File: config.mk
export PLATFORM = sky130hd
export DESIGN_NAME = fft_twiddle_gen
export DESIGN_NICKNAME = d
export VERILOG_FILES = /design/src/rtl/fft_twiddle_pkg.sv /design/src/rtl/fft_twiddle_gen_qrom.sv /design/src/rtl/fft_twiddle_gen.sv
export SDC_FILE = /design/constraint.sdc
export NUM_CORES = 1
export LEC_CHECK = 0
export ABC_AREA = 1
export BUFFER_PORTS_ARGS = -buffer_cell sky130_fd_sc_hd__buf_4
export CAP_MARGIN = 40
export CORE_UTILIZATION = 50
export CTS_CLUSTER_DIAMETER = 30
export DETAILED_ROUTE_END_ITERATION = 8
export PLACE_DENSITY = 0.74
export SETUP_SLACK_MARGIN = 0.5
export SLEW_MARGIN = 20
export SYNTH_ARGS = -nofsm -noshare
export SYNTH_HDL_FRONTEND = slang
export SYNTH_SLANG_ARGS = --single-unit
File: constraint.sdc
create_clock -name clk -period 2.1 [get_ports clk]
set_clock_uncertainty 0.05 [all_clocks]
set_input_delay 0 -clock clk [delete_from_list [all_inputs] [get_ports clk]]
set_output_delay 0 -clock clk [all_outputs]
set_load 0.05 [all_outputs]
File: src/rtl/fft_twiddle_pkg.sv
// Shared helpers for the twiddle generator: quarter-wave cosine table builder,
// (stage, index) -> exponent mapping and derived-width helpers.
package fft_twiddle_pkg;

  typedef enum logic {
    QUAD_LOW  = 1'b0,
    QUAD_HIGH = 1'b1
  } quad_e;

  localparam longint FX_ONE = 64'sd1 <<< 30;
  localparam longint PI_FX  = 64'sd3373259426;

  function automatic int unsigned calc_log2n(input int unsigned n);
    return $clog2(n);
  endfunction

  function automatic int unsigned calc_sw(input int unsigned n);
    return $clog2($clog2(n));
  endfunction

  // Taylor series in Q30 integer arithmetic keeps elaboration free of real math;
  // the result is rounded half away from zero to frac_w fraction bits.
  function automatic int cos_q(input int unsigned i, input int unsigned q,
                               input int unsigned frac_w);
    longint x, x2, term, sum, half;
    int     res;
    x    = (PI_FX * longint'(i)) / longint'(2 * q);
    x2   = (x * x) >>> 30;
    term = FX_ONE;
    sum  = FX_ONE;
    for (int unsigned n = 1; n <= 12; n++) begin
      term = -((term * x2) >>> 30) / longint'((2 * n - 1) * (2 * n));
      sum  = sum + term;
    end
    half = 64'sd1 <<< (29 - frac_w);
    if (sum >= 0) res = int'((sum + half) >>> (30 - frac_w));
    else          res = -int'((-sum + half) >>> (30 - frac_w));
    return res;
  endfunction

  function automatic int unsigned twiddle_k(input int unsigned s, input int unsigned j,
                                            input int unsigned log2n);
    int unsigned se;
    se = (s >= log2n) ? log2n - 1 : s;
    return (j & ((32'd1 << se) - 32'd1)) << (log2n - 1 - se);
  endfunction

endpackage

File: src/rtl/fft_twiddle_gen_qrom.sv
// Quarter-wave cosine ROM (Q+1 entries), two registered read ports sharing one
// clock enable; read data carries no reset.
module twiddle_qrom
  import fft_twiddle_pkg::*;
#(
  parameter int unsigned Q      = 8,
  parameter int unsigned DATA_W = 16,
  parameter int unsigned FRAC_W = 8,
  parameter int unsigned AW     = 4
) (
  input  logic              clk,
  input  logic              en,
  input  logic [AW-1:0]     addr_a,
  input  logic [AW-1:0]     addr_b,
  output logic [DATA_W-1:0] data_a,
  output logic [DATA_W-1:0] data_b
);

  logic [DATA_W-1:0] rom [Q+1];

  for (genvar g = 0; g <= int'(Q); g++) begin : g_entry
    assign rom[g] = DATA_W'(cos_q(g, Q, FRAC_W));
  end

  always_ff @(posedge clk) begin
    if (en) begin
      data_a <= rom[addr_a];
      data_b <= rom[addr_b];
    end
  end

endmodule

File: src/rtl/fft_twiddle_gen.sv
// Radix-2 DIT twiddle generator: (stage, index) -> W_N^k in signed fixed point,
// 3-stage stallable pipe. Define TWIDDLE_INVERSE_EN to add the inv (conjugate) input.
module fft_twiddle_gen
  import fft_twiddle_pkg::*;
#(
  parameter  int unsigned N_POINTS = 32,
  parameter  int unsigned DATA_W   = 16,
  parameter  int unsigned FRAC_W   = 8,
  localparam int unsigned LOG2N    = calc_log2n(N_POINTS),
  localparam int unsigned SW       = calc_sw(N_POINTS)
) (
  input  logic              clk,
  input  logic              rst,
  input  logic              in_valid,
  output logic              in_ready,
  input  logic [SW-1:0]     in_stage,
  input  logic [LOG2N-2:0]  in_idx,
`ifdef TWIDDLE_INVERSE_EN
  input  logic              inv,
`endif
  output logic              out_valid,
  input  logic              out_ready,
  output logic [DATA_W-1:0] out_re,
  output logic [DATA_W-1:0] out_im,
  output logic [LOG2N-2:0]  out_k
);

  localparam int unsigned KW = LOG2N - 1;
  localparam int unsigned Q  = N_POINTS / 4;

  logic          en;
  logic          inv_in;
  logic [KW-1:0] k_in, addr_re_in, addr_im_in;
  quad_e         quad_in;

  logic          v1, v2;
  logic [KW-1:0] k1, k2, addr_re1, addr_im1;
  quad_e         quad1, quad2;
  logic          inv1, inv2;
  logic [DATA_W-1:0] rom_re, rom_im;

  assign en       = ~out_valid | out_ready;
  assign in_ready = en;

`ifdef TWIDDLE_INVERSE_EN
  assign inv_in = inv;
`else
  assign inv_in = 1'b0;
`endif

  // Second quadrant mirrors the first: re uses T[Q-m], im uses T[m], m = k-Q.
  always_comb begin
    k_in = KW'(twiddle_k(32'(in_stage), 32'(in_idx), LOG2N));
    if (k_in > KW'(Q)) begin
      quad_in    = QUAD_HIGH;
      addr_re_in = KW'(Q) - (k_in - KW'(Q));
      addr_im_in = k_in - KW'(Q);
    end else begin
      quad_in    = QUAD_LOW;
      addr_re_in = k_in;
      addr_im_in = KW'(Q) - k_in;
    end
  end

  always_ff @(posedge clk) begin
    if (rst) begin
      v1        <= 1'b0;
      v2        <= 1'b0;
      out_valid <= 1'b0;
      out_re    <= '0;
      out_im    <= '0;
      out_k     <= '0;
    end else if (en) begin
      v1        <= in_valid;
      v2        <= v1;
      out_valid <= v2;
      out_k     <= k2;
      out_re    <= (quad2 == QUAD_HIGH) ? -rom_re : rom_re;
      out_im    <= inv2 ? rom_im : -rom_im;
    end
  end

  always_ff @(posedge clk) begin
    if (en) begin
      k1       <= k_in;
      addr_re1 <= addr_re_in;
      addr_im1 <= addr_im_in;
      quad1    <= quad_in;
      inv1     <= inv_in;
      k2       <= k1;
      quad2    <= quad1;
      inv2     <= inv1;
    end
  end

  twiddle_qrom #(
    .Q      (Q),
    .DATA_W (DATA_W),
    .FRAC_W (FRAC_W),
    .AW     (KW)
  ) u_qrom (
    .clk    (clk),
    .en     (en),
    .addr_a (addr_re1),
    .addr_b (addr_im1),
    .data_a (rom_re),
    .data_b (rom_im)
  );

endmodule

# [After elaboration in Yosys (flattened, before gate mapping)]
# Memory sizes are Yosys's and may differ from the RTL's. A register that Yosys moved wholly into a read port is not among the register bits.
# Index checks and enable logic that the tools add are counted.
[word_totals] ff_bits=57 elab_cells=35 in_bits=11 mem_count=2 romBits=512 output_inout_bits=38
[mem_list] memory="(name not given)" words=16 word_bits=16 rd=1 rd_ports_with_merged_regs=1 wr=0 line="fft_twiddle_gen_qrom.sv:27" rtl="data_a <= rom[addr_a];"
[mem_list] memory="(name not given)" words=16 word_bits=16 rd=1 rd_ports_with_merged_regs=1 wr=0 line="fft_twiddle_gen_qrom.sv:28" rtl="data_b <= rom[addr_b];"
[op_classes] mux=5 n_addsub=7 order_cmp=2 bitwise=5 shifts=2
[ops] op="AND 4 x 32 -> 32 bit" n=1
[ops] op="negator 16 bit" n=2
[ops] op="<< shifter 1 x 3 -> 32 bit, first input constant" n=1
[ops] op="<< shifter 32 x 32 -> 4 bit" n=1
[ops] op="subtractor 32 x 1 -> 32 bit, second input constant" n=1
[ops] op="2-to-1 mux 16 bit" n=1
[ops] op="inverter 4 -> 5 bit" n=2
[ops] op="2-to-1 mux 4 bit" n=2
[ops] op="subtractor 4 bit, first input constant" n=2
[ops] op="> comparator 4 bit, second input constant" n=1
[ops] op="subtractor 3 x 3 -> 4 bit, first input constant" n=1
[ops] op="subtractor 4 bit, second input constant" n=1
[ops] op=">= comparator 3 bit, second input constant" n=1
[ops] op="2-to-1 mux 3 bit" n=1
[ops] op="2-to-1 mux 1 bit" n=1
[ops] op="inverter 1 bit" n=1
[ops] op="bitwise OR 1 bit" n=1

# [Logic depth before layout (Yosys ltp)]
[depth] ltp_word=9 depth_mapped=17 mapped_depth_nobuf=17

# [By module]
# A second synthesis with hierarchy kept.
[hier_totals] cells_unflattened=498 area_unflattened_um2=3940.0
[modules_own_cells] mod="fft_twiddle_gen" n_inst=1 seq_area_each_um2=1261.2 area_each_um2=2905.3 cells_per_inst=395
[modules_own_cells] mod="twiddle_qrom" n_inst=1 seq_area_each_um2=540.5 area_each_um2=1034.7 cells_per_inst=103

# [Least setup slack after synthesis]
# OpenSTA, ideal clock, no wires.
[synth_timing] path_kind="register to register" start="reg out_valid" end="reg addr_im1[1], enable pin" period_less_slack_ns=2.792 n_path_buf=1 setup_slack_ns=-0.692 setup_time_ns=0.432 arrival_time_ns=2.310 path_stages_with_launch=5 t_required_ns=1.618 path_cell_list="dfxtp_1 -> inv_1 -> nor2_1 -> inv_1 -> clkbuf_1"
[synth_between] elab_chain_len=2
[synth_rtl] item="from (decl)" line="fft_twiddle_gen.sv:21" rtl="output logic out_valid,"
[synth_rtl] item="from (signal assigned)" line="fft_twiddle_gen.sv:76" rtl="out_valid <= v2;"
[synth_rtl] item="inverter 1 bit" line="fft_twiddle_gen.sv:42" rtl="assign en = ~out_valid | out_ready;"
[synth_rtl] item="bitwise OR 1 bit" line="fft_twiddle_gen.sv:42"
[synth_rtl] item="net in_ready" line="fft_twiddle_gen.sv:15" rtl="output logic in_ready,"
[synth_rtl] item="to (signal assigned)" line="fft_twiddle_gen.sv:87" rtl="addr_im1 <= addr_im_in;"
[synth_rtl] item="to (decl)" line="fft_twiddle_gen.sv:37" rtl="logic [KW-1:0] k1, k2, addr_re1, addr_im1;"
# The timed path passes the listed nets, and every way through them passes these cells.
# A chain may end at the register's enable or synchronous reset.

# [Final worst setup path]
[layout_timing] start="in in_stage[2]" end="reg addr_re1[2], data pin"
[layout_between] elab_chain_len=9 word_cells_on_any_way=11 cone_classes="add/sub: 4; order compare: 2; shift: 2; mux: 2; bitwise: 1"
[layout_rtl] item="from (decl)" line="fft_twiddle_gen.sv:16" rtl="input logic [SW-1:0] in_stage,"
[layout_rtl] item=">= comparator 3 bit" line="fft_twiddle_pkg.sv:44" rtl="se = (s >= log2n) ? log2n - 1 : s;"
[layout_rtl] item="2-to-1 mux 3 bit (*)" line="fft_twiddle_pkg.sv:44"
[layout_rtl] item="<< shifter 1 x 3 -> 32 bit" line="fft_twiddle_pkg.sv:45" rtl="return (j & ((32'd1 << se) - 32'd1)) << (log2n - 1 - se);"
[layout_rtl] item="subtractor 32 x 1 -> 32 bit" line="fft_twiddle_pkg.sv:45"
[layout_rtl] item="AND 4 x 32 -> 32 bit" line="fft_twiddle_pkg.sv:45"
[layout_rtl] item="<< shifter 32 x 32 -> 4 bit (*)" line="fft_twiddle_pkg.sv:45"
[layout_rtl] item="net k_in[1]" line="fft_twiddle_gen.sv:33" rtl="logic [KW-1:0] k_in, addr_re_in, addr_im_in;"
[layout_rtl] item="subtractor 4 bit (2 in series)" line="fft_twiddle_gen.sv:56" rtl="addr_re_in = KW'(Q) - (k_in - KW'(Q));"
[layout_rtl] item="2-to-1 mux 4 bit (*)" line="fft_twiddle_gen.sv:54" rtl="if (k_in > KW'(Q)) begin"
[layout_rtl] item="net addr_re_in[2]" line="fft_twiddle_gen.sv:33"
[layout_rtl] item="to (signal assigned)" line="fft_twiddle_gen.sv:86" rtl="addr_re1 <= addr_re_in;"
[layout_rtl] item="to (decl)" line="fft_twiddle_gen.sv:37"
# Mark *: on every way through the listed nets, which the timed path passes. The rest lies on a longest branch.

==> run_results.csv <==
group,metric,value,unit
pwr,p_int,2.83,mW
drt,drc,14,
status,run_status,"complete, but fails checks",
drt,routedWlPerCell,11.8,um
global_route,grt_pass1_wl,10100,um
floorplanning,coreArea,6420,sq um
final_layout,final-seq-area,1800,sq um
sta,rsz0062_at_grt,"true",
sta,finalHoldViolCount,0,
sta,max_freq,613,MHz
setup_path,end_kind,"register",
final_layout,drive_gt1_share,28.3,%
final_layout,syn2layout_area_growth,23.7,%
cts,cts_buffers,9,
floorplanning,initial_core_util,52.4,%
drt,drtPass1Iterations,6,
floorplanning,row_count,29,
final_layout,nets,455,
logic_synthesis,syn_nets,400,
logic_synthesis,synthMuxAreaShare,0,%
sta,setup_viol,0,
drt,drt_wl_total,6040,um
floorplanning,die_w,84.1,um
worst_hold_path,hold_path_class,"input pin to register",
logic_synthesis,yosysUniqueCellTypes,30,
global_route,met3_usage,5.54,%
sta,setup_ws,0.470,ns
setup_path,path_class,"input pin to register",
logic_synthesis,syn-cell-area,3370,sq um
logic_synthesis,synth_top_family_by_area,"simple AND/OR/NAND/NOR gates",
global_route,use_met2,30.5,%
setup_path,required,2.16,ns
setup_path,cp_cell_sequence,"buf_4, nor2_4, nor2_2, ha_2, inv_2, ha_4, inv_2, nand2_2, nand2_2, o21ai_4, nor3_4, inv_2, ha_4, inv_2, nand3_4, nand3_2, nand2_1",
placement,hpwl,4130,um
global_route,grt_max_degree,39,
cts,cts_root_buffer,"clkbuf_8",
final_layout,layout_common_cells,"nand2_1, buf_4, dfxtp_1, nor2_1, a21oi_1",
logic_synthesis,syn_inst,374,
pwr,p_leak,1.93,nW
floorplanning,die_area,7070,sq um
sta,drv_slew,0,
final_layout,fin_area,4170,sq um
pwr,pwr-share-seq,43.4,%
cts,worstSkewPairLatency,0.35,ns
job,maxCapViolations,0,
global_route,grt-busiest-layer,"met2",
setup_path,slowest_stage,"ha_2",
cts,cts_tree,"built",
sta,max-slew-margin-rel,60.5,%
setup_path,critical-path-max-stage-delay,0.19,ns
sta,hold_slack,0.140,ns
drt,antenna_left,0,
cts,clock_sinks,73,
logic_synthesis,yosys_warnings,0,
cts,h-tree-depth,3,
global_route,global_route.usage.total,17.9,%
sta,tightest_slew,0.592,ns
sta,period_share,77.6,%
setup_path,cp_max_fo,4,
logic_synthesis,synth_fa_ha_area_share,5.57,%
pwr,pwr-share-comb,36.1,%
placement,finalWeightedCongestion,0.830,
logic_synthesis,ys_ff_latch,73,
logic_synthesis,yosys.area_share.simple,18.9,%
sta,fin_crit,1.63,ns
global_route,grt_util_met1,21.6,%
sta,tns,0,ns
global_route,grt_pass1_vias,2333,
floorplanning,io_pins,49,
placement,dpl_cell_area,3870,sq um
logic_synthesis,ys_seq_area_share,53.5,%
final_layout,fillers,539,
placement,placement.io_buffers,48,
status,violations,"DRC",
logic_synthesis,synth_compound_gate_area_share,13.4,%
pwr,clock_power_share,20.5,%
drt,first_iter_violations,95,
final_layout,n_antenna_cell,0,
setup_path,start_kind,"input pin",
setup_path,cp_top_family,"simple AND/OR/NAND/NOR gates",
logic_synthesis,synth_xor_area_share,1.82,%
cts,clkTransAtPathRegs,0.08,ns
setup_path,cpMostUsedCell,"inv_2",
setup_path,crit_buf_inv,5,
drt,vias,2575,
cts,cts_buffer_depth,2,
placement,dp_slack,0.0212,ns
pwr,power_density,1120,nW/um^2
logic_synthesis,syn_area_per_cell,9.01,sq um
global_route,grt_remaining_overflow,0,
drt,vias_per_cell,5.04,
setup_path,cp.arrival,1.69,ns
pwr,swShare,39.4,%
floorplanning,die_y,84.1,um
pwr,p_sw,1.84,mW
final_layout,multi_input_area,1430,sq um
pwr,vdd_drop_max,0.449,mV
global_route,antenna_found_initial,0,
## metrics by stage
step | total power [mW] | instances | utilization (%)
after global routing | 4.93 | 511 | 64.9
final | 4.66 | 511 | 64.9
after detailed placement | 3.68 | 489 | 60.3
after floorplan | 3.24 | 374 | -
after CTS | 4.66 | 509 | 64.0
after global placement | 3.64 | 489 | 60.3
## final cells by class
| class | instances | area share (%) |
|---|---|---|
| inverters | 47 | 4.71 |
| repair buffers | 58 | 11.3 |
| clock buffers | 10 | 3.06 |
| well taps | 77 | 2.31 |
| flip-flops and latches | 73 | 43.3 |
| multi-input cells | 240 | 34.4 |
| clock inverters | 6 | 0.991 |
## routing by layer
layer | vias to the layer above | wire length (um)
li1 | 1349 | -
met3 | 8 | 257
met2 | 47 | 2900
met5 | - | 0
met1 | 1171 | 2780
met4 | 0 | 94
## power by group through the flow
stage / logic [mW] / registers (mW) / clock network, mW
3_5_place_dp: 1.63 / 2.05 / 0
3_3_place_gp: 1.59 / 2.05 / 0
4_1_cts: 1.65 / 2.02 / 0.979
2_1_floorplan: 0.711 / 2.53 / 0
5_1_grt: 1.82 / 2.07 / 1.04
6_report: 1.68 / 2.02 / 0.954
## final timing paths
check,from,end,slack (ns),cells after the start
worst max-delay path,in_stage[2],addr_re1[2],0.47,17
worst min-delay path,in_idx[0],k1[0],0.14,5
worst max register to register,u_qrom.data_b[0],out_im[8],0.59,8
worst min register to register,k1[1],k2[1],0.37,0
## flip-flops by register name, indices dropped and copies added, names as in the netlist
name,flops
out_valid,1
out_k,4
u_qrom.data_b,9
addr_re1,3
u_qrom.data_a,9
v1,1
quad2,1
k1,4
out_re,16
addr_im1,3
v2,1
quad1,1
out_im,16
k2,4
## kinds of logic after synthesis
| group | after synthesis |
|---|---|
| xor gates and xnor gates | 7 |
| and+or+nand+nor | 137 |
| DFF | 73 |
| buffers and inverters | 61 |
| adders and majority gates | 15 |
| AOI/OAI and AO/OA | 81 |
## cells in the mapped netlist
cell | number | area [sq um]
clkbuf_1 | 13 | 48.8
inv_1 | 44 | 165
a21oi_1 | 36 | 180
o221ai_1 | 2 | 17.5
a21oi_2 | 1 | 8.76
o21ai_2 | 1 | 8.76
o21bai_1 | 7 | 52.6
xor2_1 | 7 | 61.3
nand4_1 | 3 | 18.8
ha_1 | 15 | 188
nor2_1 | 40 | 150
nand3b_1 | 1 | 7.51
buf_2 | 1 | 5.00
o21ai_1 | 1 | 5.00
inv_2 | 3 | 11.3
nand2_1 | 55 | 206
nand2_2 | 7 | 43.8
nor3_1 | 2 | 10.0
nand2_4 | 2 | 22.5
o211ai_1 | 2 | 15.0
a211oi_1 | 2 | 15.0
nor3_4 | 2 | 32.5
dfxtp_1 | 39 | 781
nor2_2 | 2 | 12.5
or2_2 | 6 | 37.5
o31ai_1 | 1 | 7.51
nand3_1 | 15 | 75.1
edfxtp_1 | 34 | 1020
o21ai_0 | 28 | 140
nand3_2 | 2 | 20.0
## worst reg2reg max path, cell delays in order, from the launching register on
cell      delay [ns]
edfxtp_1        0.39
inv_2           0.10
ha_2            0.21
nand4_1         0.17
inv_1           0.11
nand2_1         0.05
nand2_1         0.12
o21bai_1        0.14
a21oi_1         0.07
## what timing repair did
| item | 4_1_cts | 5_1_grt |
|---|---|---|
| setup buffers | 2 | 2 |
| pin swaps | 7 | 14 |
| resized for setup | 8 | 16 |
| setup endpoints to repair | 13 | 13 |
| cloned | 0 | 0 |
| endpoints found under the hold margin | 17 | 0 |
| hold buffers | 2 | 0 |
Power figures use the tool's default switching activity.
